## src/rtl/core_pipe_exec_alu_seq.sv

```systemverilog
`default_nettype none
// ============================================================================
// Module   : core_pipe_exec_alu_seq
// Purpose  : Handshaked integer ALU for the execute stage. Add/sub/logic/
//            compare complete in one cycle with a registered result. Shifts
//            run iteratively, SHIFT_STEP bits per cycle. A synchronous flush
//            aborts any operation in flight.
// Config   : `define CORE_ALU_FAST_SHIFT_EN to replace the iterative shifter
//            with a single-cycle log-stage barrel shifter. The SHIFT state is
//            then never entered and every op has 1-cycle latency.
// Ports    : g_clk, g_resetn (async, active-low), flush
//            req_valid/req_ready, req_opr_a, req_opr_b, req_word, req_op[9:0]
//              req_op one-hot: 0 add 1 sub 2 xor 3 or 4 and 5 slt 6 sltu
//                              7 srl 8 sll 9 sra
//            rsp_valid/rsp_ready, rsp_result, rsp_cmp_eq, rsp_cmp_lt
//            busy (state != IDLE)
// Revision : 1.0 - initial release
// ============================================================================
module core_pipe_exec_alu_seq #(
  parameter int XLEN       = 64,
  parameter int SHIFT_STEP = 8
) (
  input  logic            g_clk,
  input  logic            g_resetn,
  input  logic            flush,
  input  logic            req_valid,
  output logic            req_ready,
  input  logic [XLEN-1:0] req_opr_a,
  input  logic [XLEN-1:0] req_opr_b,
  input  logic            req_word,
  input  logic [9:0]      req_op,
  output logic            rsp_valid,
  input  logic            rsp_ready,
  output logic [XLEN-1:0] rsp_result,
  output logic            rsp_cmp_eq,
  output logic            rsp_cmp_lt,
  output logic            busy
);

  localparam int SHW = $clog2(XLEN);

  localparam logic [1:0] ST_IDLE  = 2'd0;
  localparam logic [1:0] ST_SHIFT = 2'd1;
  localparam logic [1:0] ST_DONE  = 2'd2;

  logic [1:0]      state_q, state_d;
  logic [XLEN-1:0] result_q, result_d;
  logic            cmp_eq_q, cmp_eq_d;
  logic            cmp_lt_q, cmp_lt_d;

  // Sign-extend from bit 31 when w is set, otherwise pass through.
  function automatic logic [XLEN-1:0] sext_word(input logic [XLEN-1:0] v, input logic w);
    logic signed [XLEN-1:0] t;
    t = $signed(v[31:0]);
    return w ? t : v;
  endfunction

  // Arithmetic right shift done on a signed temporary so the shift operand
  // cannot lose its signedness through expression context.
  function automatic logic [XLEN-1:0] sra_f(input logic [XLEN-1:0] v, input logic [SHW:0] n);
    logic signed [XLEN-1:0] s;
    s = $signed(v);
    s = s >>> n;
    return s;
  endfunction

  // --------------------------------------------------------------------------
  // Request decode and single-cycle datapath
  // --------------------------------------------------------------------------
  logic            word;
  logic            is_shift;
  logic            op_sub;
  logic            accept;
  logic [XLEN-1:0] opr_bx;
  logic [XLEN-1:0] sum;
  logic            carry;
  logic            lt_s, lt_u, lt_sw, lt_uw;
  logic            cmp_lt, cmp_eq;
  logic [XLEN-1:0] alu_res;
  logic [XLEN-1:0] sh_src;
  logic [SHW-1:0]  sh_amt;

  assign word     = (XLEN == 64) && req_word;
  assign is_shift = |req_op[9:7];
  // Compares reuse the adder as a subtractor.
  assign op_sub   = req_op[1] | req_op[5] | req_op[6];
  assign opr_bx   = op_sub ? ~req_opr_b : req_opr_b;
  assign {carry, sum} = {1'b0, req_opr_a} + {1'b0, opr_bx} + {{XLEN{1'b0}}, op_sub};

  assign lt_u = ~carry;
  assign lt_s = (req_opr_a[XLEN-1] ^ req_opr_b[XLEN-1]) ? req_opr_a[XLEN-1] : sum[XLEN-1];

  generate
    if (XLEN > 32) begin : g_word_cmp
      // Carry out of bit 31 recovered from bit 32 of the full-width sum.
      logic carry32;
      assign carry32 = sum[32] ^ req_opr_a[32] ^ opr_bx[32];
      assign lt_uw   = ~carry32;
      assign lt_sw   = (req_opr_a[31] ^ req_opr_b[31]) ? req_opr_a[31] : sum[31];
    end else begin : g_no_word_cmp
      assign lt_uw = lt_u;
      assign lt_sw = lt_s;
    end
  endgenerate

  assign cmp_lt = (req_op[5] & (word ? lt_sw : lt_s)) |
                  (req_op[6] & (word ? lt_uw : lt_u));
  assign cmp_eq = (req_opr_a == req_opr_b);

  assign alu_res = ({XLEN{req_op[0] | req_op[1]}} & sext_word(sum, word))
                 | ({XLEN{req_op[2]}} & (req_opr_a ^ req_opr_b))
                 | ({XLEN{req_op[3]}} & (req_opr_a | req_opr_b))
                 | ({XLEN{req_op[4]}} & (req_opr_a & req_opr_b))
                 | ({XLEN{req_op[5] | req_op[6]}} & XLEN'(cmp_lt));

  // Word shifts work on the low half: sraw fills from bit 31, srlw/sllw
  // see zeros above it. The final sign-extension fixes the upper half.
  assign sh_src = word ? (req_op[9] ? sext_word(req_opr_a, 1'b1) : XLEN'(req_opr_a[31:0]))
                       : req_opr_a;
  assign sh_amt = word ? SHW'(req_opr_b[4:0]) : req_opr_b[SHW-1:0];

  assign accept = req_valid & req_ready;

`ifdef CORE_ALU_FAST_SHIFT_EN
  // --------------------------------------------------------------------------
  // Single-cycle barrel shifter: stage i shifts by 2^i when sh_amt[i] is set.
  // --------------------------------------------------------------------------
  logic [XLEN-1:0] bs [SHW+1];
  logic [XLEN-1:0] shift_res;

  assign bs[0] = sh_src;
  for (genvar i = 0; i < SHW; i++) begin : g_bstage
    localparam int AMT = 1 << i;
    assign bs[i+1] = !sh_amt[i] ? bs[i]
                   : req_op[8]  ? (bs[i] << AMT)
                   : req_op[9]  ? sra_f(bs[i], AMT[SHW:0])
                   :              (bs[i] >> AMT);
  end
  assign shift_res = sext_word(bs[SHW], word);
`else
  // --------------------------------------------------------------------------
  // Iterative shifter: up to SHIFT_STEP bits per cycle.
  // --------------------------------------------------------------------------
  localparam logic [SHW:0] STEP = SHIFT_STEP[SHW:0];

  logic [XLEN-1:0] sh_q, sh_d, sh_next;
  logic [SHW:0]    rem_q, rem_d, rem_next, step;
  logic            left_q, left_d;
  logic            arith_q, arith_d;
  logic            word_q, word_d;

  assign step     = (rem_q >= STEP) ? STEP : rem_q;
  assign rem_next = rem_q - step;
  assign sh_next  = left_q  ? (sh_q << step)
                  : arith_q ? sra_f(sh_q, step)
                  :           (sh_q >> step);
`endif

  // --------------------------------------------------------------------------
  // State register
  // --------------------------------------------------------------------------
  always_ff @(posedge g_clk or negedge g_resetn) begin
    if (!g_resetn) begin
      state_q  <= ST_IDLE;
      result_q <= '0;
      cmp_eq_q <= 1'b0;
      cmp_lt_q <= 1'b0;
`ifdef CORE_ALU_FAST_SHIFT_EN
`else
      sh_q     <= '0;
      rem_q    <= '0;
      left_q   <= 1'b0;
      arith_q  <= 1'b0;
      word_q   <= 1'b0;
`endif
    end else begin
      state_q  <= state_d;
      result_q <= result_d;
      cmp_eq_q <= cmp_eq_d;
      cmp_lt_q <= cmp_lt_d;
`ifdef CORE_ALU_FAST_SHIFT_EN
`else
      sh_q     <= sh_d;
      rem_q    <= rem_d;
      left_q   <= left_d;
      arith_q  <= arith_d;
      word_q   <= word_d;
`endif
    end
  end

  // --------------------------------------------------------------------------
  // Next-state and datapath update
  // --------------------------------------------------------------------------
  always_comb begin
    state_d  = state_q;
    result_d = result_q;
    cmp_eq_d = cmp_eq_q;
    cmp_lt_d = cmp_lt_q;
`ifdef CORE_ALU_FAST_SHIFT_EN
`else
    sh_d     = sh_q;
    rem_d    = rem_q;
    left_d   = left_q;
    arith_d  = arith_q;
    word_d   = word_q;
`endif

    if (flush) begin
      // Flush wins over everything, including a request accepted this cycle.
      state_d = ST_IDLE;
    end else begin
      case (state_q)
        ST_IDLE: ;
`ifdef CORE_ALU_FAST_SHIFT_EN
`else
        ST_SHIFT: begin
          sh_d  = sh_next;
          rem_d = rem_next;
          if (rem_next == '0) begin
            state_d  = ST_DONE;
            result_d = sext_word(sh_next, word_q);
          end
        end
`endif
        ST_DONE: begin
          if (rsp_ready) state_d = ST_IDLE;
        end
        default: state_d = ST_IDLE;
      endcase

      // A new request (from IDLE, or back-to-back from DONE) overrides the
      // transition chosen above.
      if (accept) begin
        cmp_eq_d = cmp_eq;
        cmp_lt_d = cmp_lt;
`ifdef CORE_ALU_FAST_SHIFT_EN
        state_d  = ST_DONE;
        result_d = alu_res | ({XLEN{is_shift}} & shift_res);
`else
        if (is_shift && (sh_amt != '0)) begin
          state_d = ST_SHIFT;
          sh_d    = sh_src;
          rem_d   = {1'b0, sh_amt};
          left_d  = req_op[8];
          arith_d = req_op[9];
          word_d  = word;
        end else begin
          state_d  = ST_DONE;
          result_d = alu_res | ({XLEN{is_shift}} & sext_word(sh_src, word));
        end
`endif
      end
    end
  end

  // --------------------------------------------------------------------------
  // Outputs
  // --------------------------------------------------------------------------
  always_comb begin
    req_ready = 1'b0;
    rsp_valid = 1'b0;
    busy      = 1'b1;
    case (state_q)
      ST_IDLE: begin
        req_ready = 1'b1;
        busy      = 1'b0;
      end
      ST_DONE: begin
        rsp_valid = 1'b1;
        req_ready = rsp_ready;
      end
      default: ;
    endcase
  end

  assign rsp_result = result_q;
  assign rsp_cmp_eq = cmp_eq_q;
  assign rsp_cmp_lt = cmp_lt_q;

endmodule
`default_nettype wire

```

## config.mk

```make
export PLATFORM = sky130hd
export DESIGN_NAME = core_pipe_exec_alu_seq
export DESIGN_NICKNAME = d
export VERILOG_FILES = /design/src/rtl/core_pipe_exec_alu_seq.sv
export SDC_FILE = /design/constraint.sdc
export NUM_CORES = 1
export LEC_CHECK = 0
export ABC_CLOCK_PERIOD_IN_PS = 7700
export BUFFER_PORTS_ARGS = -buffer_cell sky130_fd_sc_hd__buf_2
export CAP_MARGIN = 5
export CORE_UTILIZATION = 31
export CTS_CLUSTER_DIAMETER = 120
export DETAILED_ROUTE_END_ITERATION = 7
export SLEW_MARGIN = 30
export SYNTH_ARGS = -nofsm -noshare
export SYNTH_HDL_FRONTEND = slang
export SYNTH_SLANG_ARGS = --single-unit
```

## constraint.sdc

```tcl
create_clock -name g_clk -period 7.7 [get_ports g_clk]
set_clock_uncertainty 0.1 [all_clocks]
set_input_delay 0 -clock g_clk [delete_from_list [all_inputs] [get_ports g_clk]]
set_output_delay 0 -clock g_clk [all_outputs]
set_load 0.01 [all_outputs]
```

* Word level (Yosys, flattened, before mapping) *
Cells that the tools add are included.

storage, ports and cells
  word-level logic and storage cells = 93
  bits in registers = 142
  bits of input ports = 144

cells by class
  $add $sub $neg = 3
  reductions and logical operators = 8
  bitwise gates (word level) = 30
  $lt $le $gt $ge = 1
  equal/unequal tests = 6
  mux-type cells = 33
  shift operators = 3

operator list
  kind                                                                count
  two-way mux 64 bit                                                  15
  bitwise AND 64 bit                                                  6
  bitwise OR 64 bit                                                   6
  adder 64 x 64 -> 65 bit                                             1
  adder 65 x 1 -> 65 bit                                              1
  bitwise AND 64 x 1 -> 64 bit                                        1
  == test 64 bit                                                      1
  NOT 64 bit                                                          1
  left shift 64 x 7 -> 64 bit                                         1
  >> shifter 64 x 7 -> 64 bit                                         1
  >>> shifter 64 x 7 -> 64 bit                                        1
  XOR 64 bit                                                          1
  two-way mux 7 bit                                                   4
  two-way mux 2 bit                                                   5
  inequality test 4 bit (second input constant)                       2
  greater-or-equal comparator 7 x 4 -> 1 bit (second input constant)  1
  zero test 7 bit                                                     1
  subtractor 7 bit                                                    1
  two-way mux 1 bit                                                   6
  two-way mux 6 bit                                                   1
  case mux 2 bit (3 select lines)                                     1
  AND reduction 3 bit                                                 2
  nonzero test 6 bit                                                  1
  bitwise OR 1 bit                                                    5
  11 further kinds                                                    18

* Logic depth before layout (Yosys ltp) *
Gate-level depths: netlist of the first run.

  depth after elaboration = 16
  depth in mapped cells = 18

* Worst setup path after synthesis of the first run *
Ideal clock, no wire load.

  path type = flip-flop to flip-flop
  from = register rem_q[3]
  to = register result_q[55] (netlist: rsp_result[55])
  path buffers = 7
  setup time = 0.077 ns
  setup slack = 3.610 ns
  stages on the path, launching flop included = 18
  arrival time = 3.912 ns
  path through = dfrtp_1 or4_1 clkbuf_1 clkbuf_1 clkbuf_1 nand2_1 ha_1 clkbuf_1 a21oi_1 a2111oi_0 and3_1 clkbuf_1 nor2_1 nor2_1 clkbuf_1 buf_1 nor2_1 a21oi_1

on the way
  longest elaborated chain between the ends = 10
  elaborated cells on any way between the ends = 14
  those cells by class = add/sub: 1; order compare: 1; shift: 3; mux: 8; reduce/logical: 1

ends and longest elaborated chain
  what                                                                                line     source
  start: declaration                                                                  147      logic [SHW:0] rem_q, rem_d, rem_next, step;
  start signal: assignment                                                            184      rem_q <= rem_d;
  greater-or-equal comparator 7 x 4 -> 1 bit                                          152      assign step = (rem_q >= STEP) ? STEP : rem_q;
  two-way mux 7 bit                                                                   152
  >> shifter 64 x 7 -> 64 bit / >>> shifter 64 x 7 -> 64 bit (equally long branches)  156, 63
  two-way mux 64 bit                                                                  155      : arith_q ? sra_f(sh_q, step)
  two-way mux 64 bit                                                                  154      assign sh_next = left_q ? (sh_q << step)
  two-way mux 64 bit                                                                  55       return w ? t : v;
  two-way mux 64 bit (*)                                                              220      if (rem_next == '0) begin
  two-way mux 64 bit (*)                                                              213      case (state_q)
  two-way mux 64 bit                                                                  241      if (is_shift && (sh_amt != '0)) begin
  two-way mux 64 bit (*)                                                              234      if (accept) begin
  end signal: assignment                                                              178      result_q <= result_d;
  end: declaration                                                                    47       logic [XLEN-1:0] result_q, result_d;

Mark *: on every way between the ends. The rest lies on a longest branch, timed or not.
A chain may end at the register's enable or synchronous reset.

* Worst setup path after layout of the first run *
  from = register rem_q[3]
  to = register result_q[59] (netlist: rsp_result[59])

The elaborated chain is that of the path after synthesis.

==> qor.csv, run 1 <==
metric,value,unit
yosys-mux-area-fraction,18.2,%
via_count,22300,
initial_core_util,31.5,%
htree_levels,4,
avgSynthCellArea,7.87,um^2
synth_cell_types,76,
maxCapViolations,0,
io_pins,213,
dp_slack,2810,ps
cp.arrival,5290,ps
synth_top_area_cell,dfrtp_1,
synth_compound_area_share,29.1,%
powerDensity,255,nW/um^2
final_nets,3093,
path_cells,or4_2 -> buf_4 -> nand2_1 -> ha_1 -> a21oi_1 -> a2111oi_0 -> and2_1 -> nand2_1 -> nor2_1 -> and2_1 -> o21ai_0 -> o2111ai_1 -> a21oi_1,
cts_root_buffer,clkbuf_16,
hp-class,in -> reg,
failed_checks,design-rule violations,
rows,94,
status,"complete, but fails checks",
p_leak,10.4,nW
synth_edf_count,0,
layout_setup_ws,2640,ps
grt_overflow_total,0,
clkLatencyLatePin,460,ps
tightestPinTransition,962,ps
synth-xor-area-share,5.06,%
timing.fmax,198,MHz
critPathKind,reg -> reg,
clk_pin_slew,80,ps
crit_slowest_cell,and2_1,
post-route-period-util,65.7,%
max_stage_delay,750,ps
drc,9,
drtPass1Iterations,8,
place_congestion,0.971,
syn-num-nets,2987,
drt-initial-drc-count,2524,
gr-usage-all-layers,26.2,%
final_util,35.7,%
postRouteWirelength,91400,um
yosysSeqAreaShare,17.0,%
antenna_found_initial,1,
ant_nets,0,
drv_slew,0,
rsz0062_at_grt,no,
drive_above_1_share,13.8,%
die_h,261,um
yosys-top-cells-area,"dfrtp_1, ha_1, mux2i_1",
cp_max_fo,58,
irDropWorstVdd,0.000204,V
grt_pass1_vias,20900,
required,7940,ps
synth_ff_type,dfrtp_1,
synth_fa_ha_area_share,11.7,%
grt_first_pass_wirelength,136000,um
dp_hpwl,70100,um
cp-end-kind,flip-flop,
cts_sinks,142,
synth_top_family_by_area,compound AO/OA/AOI/OAI gates,
slew_headroom,35.3,%
synthArstFlopShare,100,%
clk_path_buf_depth,2,
ys_warn_count,0,
finalSetupViolCount,0,
numPortBuffers,212,
syn_area,20900,um^2
syn_inst,2649,
cts_buffers,17,
core_area,66200,um^2
viasPerCell,6.15,
synthSimpleGateAreaFrac,12.1,%
die_area,68300,um^2
period_needed,5060,ps
synth-seq-cells,142,
hold_viol,0,
wl_per_cell,25.2,um
area_growth,13.5,%
fp.dieW,261,um
cts_tree,built,
grt_max_degree,80,
synth.top_cell.area_share,17.0,%
hold_ws,34.6,ps
start_kind,flip-flop,
finalSetupTns,0,ps
==> metrics by stage <==
stage	cells	power, mW	cell area, um^2
6_report	3634	6.04	23700
5_1_grt	3632	6.36	23700
4_1_cts	3632	5.94	23700
3_5_place_dp	3548	5.03	22500
3_3_place_gp	3548	5.03	22500
2_1_floorplan	2649	3.77	20900
==> path summary, 6_finish.rpt <==
check | from | end | slack [ps] | depth (start not counted)
min in group asynchronous | g_resetn | sh_q[58] | 60 | 2
max reg2reg | rem_q[3] | rsp_result[59] | 2640 | 13
max in group asynchronous | g_resetn | word_q | 6230 | 3
min | req_opr_a[15] | sh_q[15] | 30 | 4
min reg2reg | rsp_result[9] | rsp_result[9] | 400 | 2
max | rem_q[3] | rsp_result[59] | 2640 | 13
==> metal layers <==
metal / vias to the layer above / track usage (%) / routed length (um) / share of wire [%]
met5: - / 0 / 12 / 0.013
met4: 2 / 9.35 / 3440 / 3.8
met3: 155 / 4.21 / 9020 / 9.9
met2: 1305 / 39.5 / 39900 / 44
met1: 10800 / 37.3 / 39100 / 43
li1: 10100 / - / - / -
==> registers in the layout (all words and copies together) (netlist names) <==
| register | flops |
|---|---|
| word_q | 1 |
| left_q | 1 |
| state_q | 2 |
| rsp_cmp_eq | 1 |
| rem_q | 7 |
| arith_q | 1 |
| rsp_result | 64 |
| sh_q | 64 |
| rsp_cmp_lt | 1 |
==> timing repair <==
action / in CTS / in global routing
setup endpoints to repair: 0 / 0
hold buffers: 52 / 0
hold endpoints to repair: 131 / 0
resized for setup: 0 / 0
buffers inserted: 0 / 0
==> cells by family after synthesis <==
logic type,after synthesis
other cells,1
simple gates,570
mux,304
fa+ha+maj,194
flops,142
compound gates,952
buf+inv,367
xor+xnor,119
==> power breakdown <==
part,switching [mW],internal [mW]
combinational,2.10,1.47
sequential,0.568,1.03
clock,0.383,0.490
==> synth_stat cells (30+ instances only) <==
| cell | instances |
|---|---|
| a21oi_1 | 258 |
| o21ai_0 | 248 |
| mux2i_1 | 235 |
| nand2_1 | 235 |
| ha_1 | 193 |
| nor2_1 | 172 |
| clkbuf_1 | 160 |
| inv_1 | 151 |
| dfrtp_1 | 142 |
| xnor2_1 | 91 |
| a211oi_1 | 73 |
| o22a_1 | 65 |
| a22oi_1 | 63 |
| mux4_2 | 60 |
| a21o_1 | 36 |
| nor3_1 | 36 |
| buf_1 | 31 |
| o211ai_1 | 30 |
==> cell type report <==
class | instances | area (um^2)
well taps | 864 | 1080
inverters | 153 | 574
flip-flops and latches | 142 | 3560
clock inverters | 14 | 156
diodes | 2 | 5.00
repair buffers | 301 | 1870
fillers | 7036 | 42600
multi-input cells | 2140 | 16000
clock buffers | 18 | 439
==> placed cells by master, fill, tap and decap left out, types with 63 or more instances in the layout <==
cell / netlist / layout
inv_1: 151 / 151
o21ai_0: 248 / 247
mux2i_1: 235 / 235
a22oi_1: 63 / 63
a211oi_1: 73 / 73
a21oi_1: 258 / 256
nand2_1: 235 / 234
buf_2: 17 / 210
nor2_1: 172 / 168
dfrtp_1: 142 / 139
xnor2_1: 91 / 91
o22a_1: 65 / 65
ha_1: 193 / 193
==> critical path, delay by kind of cell (launching register included) <==
kind,cells,cell delay (ps)
DFF,1,460
AOI/OAI and AO/OA,5,1110
buffers and inverters,1,340
adders and majority gates,1,300
and+or+nand+nor,6,2600
No activity file was read; power rests on OpenSTA's default activity.
==> run 2, diff against run 1 <==
- ABC_CLOCK_PERIOD_IN_PS: 7700 -> 5200
- clock period: 7.7 -> 5.2 ns (I/O delays scaled with it)
==> qor.csv, run 2 (synthesized netlist as in run 1, its figures left out) <==
metric,value,unit
regArea,3560,um^2
tightestPinTransition,971,ps
final_common_cell,a21oi_1,
top_layer,met5,
wl_met1,39400,um
fin_cells,3649,
via_count,22600,
cp.arrival,4810,ps
irDropWorstVdd,0.000282,V
p_leak,10.4,nW
period_needed,4570,ps
required,5430,ps
wl_per_cell,25.4,um
slew_headroom,34.9,%
drt-initial-drc-count,2500,
grt_pass1_vias,20900,
powerDensity,375,nW/um^2
viasPerCell,6.21,
cp_max_fo,42,
clk_path_buf_depth,2,
cp-end-kind,flip-flop,
htree_levels,4,
post-route-period-util,87.9,%
rsz0062_at_grt,no,
route.met3.wl,9430,um
final_nets,3108,
path_cells,dlygate4sd3_1 -> buf_2 -> nor3_2 -> buf_12 -> xnor2_1 -> inv_1 -> fa_1 -> nand2b_1 -> a21oi_1 -> o2111a_1 -> o211ai_1 -> a311o_1 -> a31oi_1 -> a31o_2 -> o21ai_0 -> a211oi_1 -> a21oi_1,
fp.dieW,261,um
dp_hpwl,71800,um
finalSetupViolCount,0,
grt_overflow_total,0,
io_pins,213,
numPortBuffers,212,
finalSetupTns,0,ps
final_area,23800,um^2
clk_pin_slew,70,ps
layout_common_cells,"a21oi_1, o21ai_0, mux2i_1",
area_growth,14.0,%
start_kind,primary input,
cpMostUsedCell,a21oi_1,
failed_checks,design-rule violations,
cts_root_buffer,clkbuf_16,
drive_above_1_share,14.4,%
hp-class,in -> reg,
maxCapViolations,0,
rows,94,
cts_sinks,142,
die_area,68300,um^2
postRouteWirelength,92600,um
placed_area,22700,um^2
die_h,261,um
cp_top_family,compound AO/OA/AOI/OAI gates,
core_area,66200,um^2
clkLatencyLatePin,460,ps
ant_nets,0,
multiInputGateArea,16000,um^2
drv_slew,0,
grt_first_pass_wirelength,137000,um
wl_met2,40100,um
total_power,8.92,mW
max_stage_delay,530,ps
timing.fmax,219,MHz
cts_tree,built,
gr-usage-all-layers,26.4,%
crit_slowest_cell,dlygate4sd3_1,
drc,8,
hold_ws,33.3,ps
critPathBufInv,4,
place_congestion,0.971,
antenna_found_initial,4,
place_inst,3565,
drtPass1Iterations,8,
cts_buffers,17,
status,"complete, but fails checks",
initial_core_util,31.5,%
grt_max_degree,129,
critPathKind,in -> reg,
cts_resized,0,
hold_viol,0,
fillers,6951,
## run 2: cell count changes in the layout (fill, tap and decap cells not counted), sizes merged
cell         before  now
buf             249  266
bufinv            2    0
clkbuf           18   19
dlygate4sd3      52   50
inv             156  157
## run 2: worst min-delay path, cell delays in order
cell and delay [ps]:
buf_2 140, inv_1 90, a22oi_1 130, o22a_1 190
## run 2: metal layers
metal / global-route usage [%] / up-vias
met1: 37.2 / 11000
li1: - / 10100
met4: 9.45 / 6
met5: 0 / -
met3: 5.10 / 176
met2: 39.9 / 1333
## run 2: final timing paths
path	start	slack [ps]	cells past startpoint	end
setup / recovery	req_op[5]	630	17	rsp_result[0]
hold / removal	req_opr_a[5]	30	4	sh_q[5]
setup reg to reg	rem_q[3]	930	10	sh_q[51]
hold reg to reg	rsp_result[6]	380	2	rsp_result[6]
max in group asynchronous	g_resetn	3710	3	sh_q[9]
min in group asynchronous	g_resetn	50	2	sh_q[60]
## run 2: cell type report
cell class / instances / area share, %
clock inverter: 13 / 0.452
multi-input combinational: 2140 / 67.2
antenna: 2 / 0.0210
clock buffer: 19 / 1.86
sequential: 142 / 15.0
timing repair buffer: 316 / 8.57
tap: 864 / 4.54
inverter: 153 / 2.41
## run 2: stage by stage
step / setup slack [ps] / utilization [%]
3_3_place_gp: 762 / 34.3
5_1_grt: 423 / 35.9
3_5_place_dp: 795 / 34.3
4_1_cts: 727 / 35.9
2_1_floorplan: 1110 / -
6_report: 628 / 35.9
## run 2: where the power goes
part	switching, mW	internal, mW	total, mW
Clock	0.584	0.632	1.22
Combinational	3.16	2.21	5.37
Sequential	0.810	1.53	2.34
## run 2: what timing repair did
action	CTS	global route
hold buffers	50	0
setup buffers	0	0
hold endpoints to repair	140	0
